==> src/rtl/seg_scan_decoder.sv <==
// Recovers the four BCD digits shown on a multiplexed active-low
// 7-segment display and publishes them one complete frame at a time.
module seg_scan_decoder #(
  parameter int STABLE_CYC = 16
) (
  input  logic        clk,
  input  logic        rst,
  input  logic [3:0]  an,
  input  logic [6:0]  seg,
  output logic [15:0] num,
  output logic        num_valid,
  output logic        frame_done,
  output logic        seg_err,
  output logic        an_err,
  output logic [7:0]  frame_cnt
);

  localparam logic [7:0] LAST = 8'(STABLE_CYC - 1);
  localparam logic [7:0] TOP  = 8'(STABLE_CYC);

  logic [10:0] s1, s2, prev;
  logic [7:0]  cnt;
  logic [15:0] dig, dig_nxt;
  logic [3:0]  seen, seen_nxt;
  logic [3:0]  an_c;
  logic [6:0]  seg_c;
  logic [3:0]  code;
  logic        bad, same, commit;
  logic        cap_bad, ghost, full;

  assign an_c   = s2[10:7];
  assign seg_c  = s2[6:0];
  assign same   = (s2 == prev);
  assign commit = same && (cnt == LAST);

  always_comb begin
    code = 4'hE;
    bad  = 1'b0;
    case (seg_c)
      7'b1000000: code = 4'h0;
      7'b1111001: code = 4'h1;
      7'b0100100: code = 4'h2;
      7'b0110000: code = 4'h3;
      7'b0011001: code = 4'h4;
      7'b0010010: code = 4'h5;
      7'b0000010: code = 4'h6;
      7'b1111000: code = 4'h7;
      7'b0000000: code = 4'h8;
      7'b0010000: code = 4'h9;
      7'b0111111: code = 4'hF;
      default:    bad  = 1'b1;
    endcase
  end

  // Only a single enabled digit is a capture; blank or ghosted
  // samples leave the digit registers alone.
  always_comb begin
    dig_nxt  = dig;
    seen_nxt = seen;
    cap_bad  = 1'b0;
    ghost    = 1'b0;
    if (commit) begin
      if ($onehot(~an_c)) begin
        for (int k = 0; k < 4; k++) begin
          if (!an_c[k]) dig_nxt[4*k +: 4] = code;
        end
        seen_nxt = seen | ~an_c;
        cap_bad  = bad;
      end else if (an_c != 4'hF) begin
        ghost = 1'b1;
      end
    end
    full = (seen_nxt == 4'hF);
  end

  always_ff @(posedge clk or posedge rst) begin
    if (rst) begin
      s1   <= '0;
      s2   <= '0;
      prev <= '0;
      cnt  <= '0;
    end else begin
      s1   <= {an, seg};
      s2   <= s1;
      prev <= s2;
      if (!same)          cnt <= '0;
      else if (cnt != TOP) cnt <= cnt + 8'd1;
    end
  end

  always_ff @(posedge clk or posedge rst) begin
    if (rst) begin
      dig        <= '0;
      seen       <= '0;
      num        <= '0;
      num_valid  <= 1'b0;
      frame_done <= 1'b0;
      seg_err    <= 1'b0;
      an_err     <= 1'b0;
      frame_cnt  <= '0;
    end else begin
      dig        <= dig_nxt;
      seen       <= full ? 4'h0 : seen_nxt;
      frame_done <= full;
      seg_err    <= cap_bad;
      an_err     <= ghost;
      if (full) begin
        num       <= dig_nxt;
        num_valid <= 1'b1;
        frame_cnt <= frame_cnt + 8'd1;
      end
    end
  end

endmodule
==> config.mk <==
export PLATFORM = sky130hd
export DESIGN_NAME = seg_scan_decoder
export DESIGN_NICKNAME = d
export VERILOG_FILES = /design/src/rtl/seg_scan_decoder.sv
export SDC_FILE = /design/constraint.sdc
export NUM_CORES = 1
export LEC_CHECK = 0
export CORE_MARGIN = 2
export CORE_UTILIZATION = 35
export CTS_BUF_LIST = sky130_fd_sc_hd__clkbuf_16
export CTS_CLUSTER_DIAMETER = 60
export DETAILED_ROUTE_END_ITERATION = 10
export GPL_ROUTABILITY_DRIVEN = 0
export GPL_TIMING_DRIVEN = 1
export SLEW_MARGIN = 20
export SYNTH_ARGS = -nofsm -noshare
export SYNTH_HDL_FRONTEND = slang
export SYNTH_SLANG_ARGS = --single-unit
==> constraint.sdc <==
create_clock -name clk -period 6.1 [get_ports clk]
set_clock_uncertainty 0.2 [all_clocks]
set_input_delay 1.525 -clock clk [delete_from_list [all_inputs] [get_ports clk]]
set_output_delay 1.525 -clock clk [all_outputs]
set_load 0.01 [all_outputs]
==> flow_metrics.py, run 1 <==
metrics = {
    "critical_path": {
        "crit_fanout": 24,
        "r2r-end": "num[7]",
        "critPathLaunchType": "flip-flop",
        "cp-endpoint": "num[7]",
        "cpPeakStageDelay_ps": 600,
        "worstPathArrival_ps": 4250,
        "slowest_stage": "or3b_1",
        "crit_required_ps": 6110,
        "reg2reg_depth": 10,
        "path_class": "reg2reg",
        "r2r_slack_ps": 1870,
        "crit_path_end_kind": "flip-flop",
        "setup.worst_path.start": "s2[7]",
        "r2r_start": "s2[7]",
        "crit_top_cell": "ha_1",
        "cp_cell_sequence": "fa_1, inv_1, ha_1, ha_1, or3b_1, or4_1, nor4_4, o22ai_4, nor2_8, mux2_1",
    },
    "clock_tree": {
        "cts-resized-gates": 0,
        "clock_path_buffers": 2,
        "clk_pin_slew_ps": 60,
        "hold_buffers": 0,
        "postCtsSetupBuffers": 0,
        "cts_root_buf": "clkbuf_16",
        "cts_buffers": 9,
        "cts_sinks": 89,
        "tritoncts": "done",
        "h-tree-depth": 3,
        "clock_latency_ps": 330,
    },
    "place": {
        "dpl.hpwl_mm": 4.37,
        "port_buffers": 40,
    },
    "logic_synthesis": {
        "yosys.area_share.simple": 0.167,
        "syn_area_sq_um": 3840,
        "synth_edf_count": 0,
        "synthMuxAreaShare": 0.0970,
        "syn_area_per_cell_sq_um": 13.5,
        "synth_xor_area_frac": 0.0570,
        "synthArstFlopShare": 1.00,
        "syn_inst": 285,
        "synth_compound_area_frac": 0.0358,
        "yosysSeqAreaShare": 0.580,
        "syn_nets": 305,
        "ys_seq_elements": 89,
        "synth-main-ff-cell": "dfrtp_1",
        "yosys_warnings": 0,
        "synth_top_family_by_area": "simple AND/OR/NAND/NOR gates",
        "synthAdderAreaFrac": 0.0247,
        "synthDistinctLibCells": 47,
    },
    "finish": {
        "fill_cells": 989,
        "area_growth_pct": 21.5,
        "post-route-util": 0.433,
        "nNetsFinal": 344,
        "drive_above_1_share": 0.161,
        "n_antenna_cell": 0,
    },
    "job": {
        "cap_violations": 0,
    },
    "grt": {
        "grt_max_degree": 47,
        "gr-total-overflow": 0,
        "grt_pass1_wl_mm": 11.3,
        "grt_pass1_vias": 2235,
        "antenna_found_initial": 0,
        "grtUsageTotal": 0.124,
    },
    "floorplanning": {
        "pin_count": 41,
        "rows": 38,
        "dieWidth_um": 109,
        "fp.dieArea_sq_um": 11800,
        "coreArea_sq_um": 10800,
        "die_h_um": 109,
        "initial_utilization": 0.356,
    },
    "timing": {
        "slew_headroom": 0.495,
        "fin_crit_sh": 0.694,
        "rsz0062_at_grt": "false",
        "period_minus_slack_ps": 4230,
        "finalSetupViolCount": 0,
        "hold_viol": 0,
        "worstMarginPinSlew_ps": 757,
        "drv_slew": 0,
        "fin_tns_setup_ps": 0,
        "fmax_mhz": 236,
    },
    "drt": {
        "detail_route.iter0.violations": 90,
        "post_drt_wl_per_cell_um": 13.8,
        "routed_wl_mm": 6.49,
        "drc": 0,
        "viasPerCell": 4.72,
        "first_pass_iters": 4,
        "ant_nets": 0,
        "route.vias.total": 2212,
    },
    "pwr": {
        "p_per_area_nw_per_um2": 270,
        "peakVddDrop_mv": 0.148,
        "p_leak_nw": 2.05,
    },
    "min_path": {
        "worstHoldStart": "s1[5]",
        "hold_path_class": "reg2reg",
    },
    "run_status": {
        "status": "completed",
    },
}
==> per-layer routing <==
layer	routed length, um	track usage	vias up
met4	125	0.0595	0
met2	3050	0.184	38
met5	0	0	-
met3	214	0.0263	11
li1	-	-	1062
met1	3100	0.172	1101
==> synth_stat cells (all sizes together) (4+ instances only) <==
| library cell | n | share of area |
|---|---|---|
| nand2 | 10 | 0.0098 |
| xnor2 | 15 | 0.034 |
| o22ai | 4 | 0.014 |
| or4 | 7 | 0.015 |
| nor3 | 7 | 0.0091 |
| mux2i | 8 | 0.021 |
| buf | 11 | 0.020 |
| nand3 | 11 | 0.014 |
| xor2 | 10 | 0.023 |
| dfrtp | 89 | 0.58 |
| inv | 17 | 0.017 |
| nor4 | 11 | 0.054 |
| mux2 | 25 | 0.076 |
| nand4 | 4 | 0.012 |
| ha | 6 | 0.020 |
| nor2 | 22 | 0.026 |
==> worst min-delay path by stage <==
stage	slack [ps]	cells after the start	to
final	150	0	s2[5]
after global routing	160	0	s2[0]
after global placement	130	0	s2[4]
after CTS	150	0	s2[4]
after floorplan	130	0	s2[0]
after detailed placement	140	0	s2[4]
==> per-stage QoR <==
| step | total power, mW | worst slack (ps) | area, sq um | cells | hold slack (ps) |
|---|---|---|---|---|---|
| 3_5_place_dp | 0.679 | 1820 | 4340 | 453 | 136 |
| 6_report | 1.26 | 1870 | 4670 | 469 | 149 |
| 3_3_place_gp | 0.677 | 1920 | 4340 | 453 | 132 |
| 2_1_floorplan | 0.661 | 2070 | 3840 | 285 | 131 |
| 4_1_cts | 1.28 | 1820 | 4670 | 469 | 151 |
| 5_1_grt | 1.31 | 1630 | 4670 | 469 | 157 |
==> worst max-delay path: cells and delay by family, from the launching register on <==
family | cells | cell delay [ps]
AO/OA/AOI/OAI | 1 | 190
adder cells (fa/ha/maj) | 3 | 1000
multiplexers | 1 | 370
AND/OR/NAND/NOR | 4 | 1820
buffers and inverters | 1 | 40
flip-flops | 1 | 490
==> final cells by class <==
cell class              instances  area, sq um  share of cell area
clock buffers                   9          225              0.0482
clock inverters                 7          101              0.0217
inverters                      17         65.1              0.0139
multi-input cells             166         1470               0.314
flip-flops and latches         89         2230               0.477
well taps                     140          175              0.0375
repair buffers                 41          408              0.0874
==> registers in the layout (all words and copies together) (netlist names) <==
signal	count
an_err	1
cnt	8
dig	16
frame_cnt	8
frame_done	1
num	16
num_valid	1
prev	11
s1	11
s2	11
seen	4
seg_err	1
==> cells in the final DEF (no fill, tap or decap), types with 2 or more instances in the layout <==
cell	count
a21oi_1	3
bufinv_16	2
clkbuf_16	9
clkdlybuf4s50_1	40
clkinvlp_4	2
dfrtp_1	89
ha_1	6
inv_1	16
inv_6	2
mux2_1	10
mux2_2	12
mux2_4	3
mux2i_1	8
nand2_1	10
nand3_1	11
nand4_1	2
nand4b_1	2
nor2_1	21
nor2b_1	3
nor3_1	7
nor4_2	3
nor4_4	8
o211ai_1	2
o22ai_1	2
o22ai_4	2
or3_1	2
or4_1	6
xnor2_1	15
xor2_1	10
==> power breakdown <==
part | switching (mW) | leakage, nW | total, mW | internal [mW]
Sequential | 0.0134 | 1.17 | 0.615 | 0.601
Combinational | 0.0323 | 0.732 | 0.0518 | 0.0195
Clock | 0.231 | 0.153 | 0.593 | 0.362
==> logic make-up after synthesis <==
family	after synthesis
AO/OA/AOI/OAI	15
XOR/XNOR	25
multiplexers	33
adder cells (fa/ha/maj)	7
AND/OR/NAND/NOR	86
flip-flops	89
buffers and inverters	30
No activity file was read; power rests on OpenSTA's default activity.
==> inputs of run 2 (changes only) <==
==> constraint.sdc (replaced) <==
create_clock -name clk -period 3.9 [get_ports clk]
set_clock_uncertainty 0.2 [all_clocks]
set_input_delay 0.975 -clock clk [delete_from_list [all_inputs] [get_ports clk]]
set_output_delay 0.975 -clock clk [all_outputs]
set_load 0.01 [all_outputs]
==> run 2 against run 1 <==
Largest cell class unchanged. Highest routed layer unchanged. Critical path depth unchanged. Largest power group unchanged. Combinational power grew 79%. First-iteration DRC count rose by 3.3%. Design area is 0.88% higher. Hold slack got worse by 2.3 ps.
==> flow_metrics.py, run 2 (same netlist as run 1, synthesis figures left out) <==
metrics = {
    "run_status": {
        "status": "completed",
    },
    "min_path": {
        "hold_path_class": "reg2reg",
        "worstHoldStart": "s1[1]",
        "hold_depth": 0,
    },
    "floorplanning": {
        "die_h_um": 109,
        "rows": 38,
        "pin_count": 41,
        "coreArea_sq_um": 10800,
        "dieWidth_um": 109,
        "fp.dieArea_sq_um": 11800,
        "initial_utilization": 0.356,
    },
    "critical_path": {
        "worstPathArrival_ps": 3690,
        "crit_path_end_kind": "flip-flop",
        "crit_fanout": 8,
        "setup.worst_path.start": "s2[7]",
        "crit_required_ps": 3920,
        "r2r_start": "s2[7]",
        "path_class": "reg2reg",
        "reg2reg_depth": 10,
        "critPathLaunchType": "flip-flop",
        "r2r_slack_ps": 230,
    },
    "pwr": {
        "power.switching_mw": 0.395,
        "p_seq_frac": 0.535,
        "p_per_area_nw_per_um2": 380,
        "switching_share": 0.221,
        "power_frac_clock": 0.414,
        "peakVddDrop_mv": 0.195,
        "p_int_mw": 1.40,
        "p_leak_nw": 2.10,
        "power_frac_comb": 0.052,
    },
    "timing": {
        "fin_tns_setup_ps": 0,
        "period_minus_slack_ps": 3670,
        "fin_crit_sh": 0.942,
        "hold_viol": 0,
        "worstMarginPinSlew_ps": 781,
        "finalSetupViolCount": 0,
        "slew_headroom": 0.479,
        "drv_slew": 0,
        "rsz0062_at_grt": "false",
        "fmax_mhz": 272,
    },
    "finish": {
        "layout_commonest_cell": "dfrtp_1",
        "nNetsFinal": 357,
        "drive_above_1_share": 0.179,
        "fill_cells": 976,
        "n_antenna_cell": 0,
        "post-route-util": 0.436,
        "mostFrequentLayoutCells": "89 x dfrtp_1, 40 x clkdlybuf4s50_1, 21 x nor2_1",
        "area_growth_pct": 22.6,
        "reg_top3": "dig: 16 flops, num: 16 flops",
    },
    "clock_tree": {
        "cts-resized-gates": 0,
        "clock_path_buffers": 2,
        "cts_sinks": 89,
        "clock_latency_ps": 330,
        "cts_buffers": 9,
        "tritoncts": "done",
        "cts_root_buf": "clkbuf_16",
        "hold_buffers": 0,
        "h-tree-depth": 3,
        "clk_pin_slew_ps": 60,
    },
    "drt": {
        "first_pass_iters": 4,
        "drc": 0,
        "viasPerCell": 4.67,
        "routed_wl_mm": 6.50,
        "route.vias.total": 2248,
        "post_drt_wl_per_cell_um": 13.5,
        "ant_nets": 0,
        "detail_route.iter0.violations": 93,
    },
    "grt": {
        "grtUsageTotal": 0.119,
        "gr-total-overflow": 0,
        "grt_pass1_wl_mm": 10.8,
        "antenna_found_initial": 0,
        "grt_pass1_vias": 2249,
        "grt_max_degree": 47,
    },
    "place": {
        "port_buffers": 40,
        "dpl.hpwl_mm": 4.33,
    },
    "job": {
        "cap_violations": 0,
    },
}
## run 2: power groups by stage
| stage | clock network (mW) | logic (mW) | registers, mW |
|---|---|---|---|
| after detailed placement | 0 | 0.0944 | 0.975 |
| after CTS | 0.767 | 0.0949 | 0.958 |
| after floorplan | 0 | 0.0680 | 0.967 |
| after global routing | 0.803 | 0.104 | 0.960 |
| final | 0.741 | 0.0925 | 0.958 |
| after global placement | 0 | 0.0933 | 0.975 |
## run 2: worst paths after layout
check                      endpoint
max                          num[6]
min                           s2[1]
max reg2reg                  num[6]
min reg2reg                   s2[1]
max in group asynchronous   prev[3]
min in group asynchronous    dig[0]
## run 2: worst max-delay path, cell delays in order (launching register included)
cell,delay (ps)
dfrtp_1,390
fa_1,530
inv_1,40
ha_1,170
ha_1,260
or3b_1,430
or4_1,470
nor4_4,240
o22ai_4,170
nor2_4,300
mux2_1,350
## run 2: metrics by stage
stage | cell area (sq um) | worst slack, ps | power, mW | hold slack, ps | cells
6_report | 4710 | 228 | 1.79 | 147 | 481
5_1_grt | 4710 | 71.5 | 1.87 | 153 | 481
4_1_cts | 4690 | 118 | 1.82 | 150 | 479
3_5_place_dp | 4440 | 128 | 1.07 | 136 | 464
3_3_place_gp | 4440 | 191 | 1.07 | 131 | 464
2_1_floorplan | 3840 | 34.4 | 1.03 | 131 | 285
## run 2: what timing repair did
action                                  CTS  global route
endpoints found under the setup margin    0            14
endpoints found under the hold margin     0             0
setup buffers                             0             1
## run 2: layer usage
metal,GRT usage,part of all wire
met3,0.0323,0.040
met1,0.158,0.49
met2,0.175,0.44
met4,0.0659,0.030
met5,0,0
## run 2: final cells by class
class                      instances  area, sq um  share of cell area
clock buffer                       9          225              0.0478
clock inverter                     6         28.8             0.00611
inverter                          17         65.1              0.0138
multi-input combinational        167         1480               0.314
sequential                        89         2230               0.473
tap                              140          175              0.0372
timing repair buffer              53          510               0.108
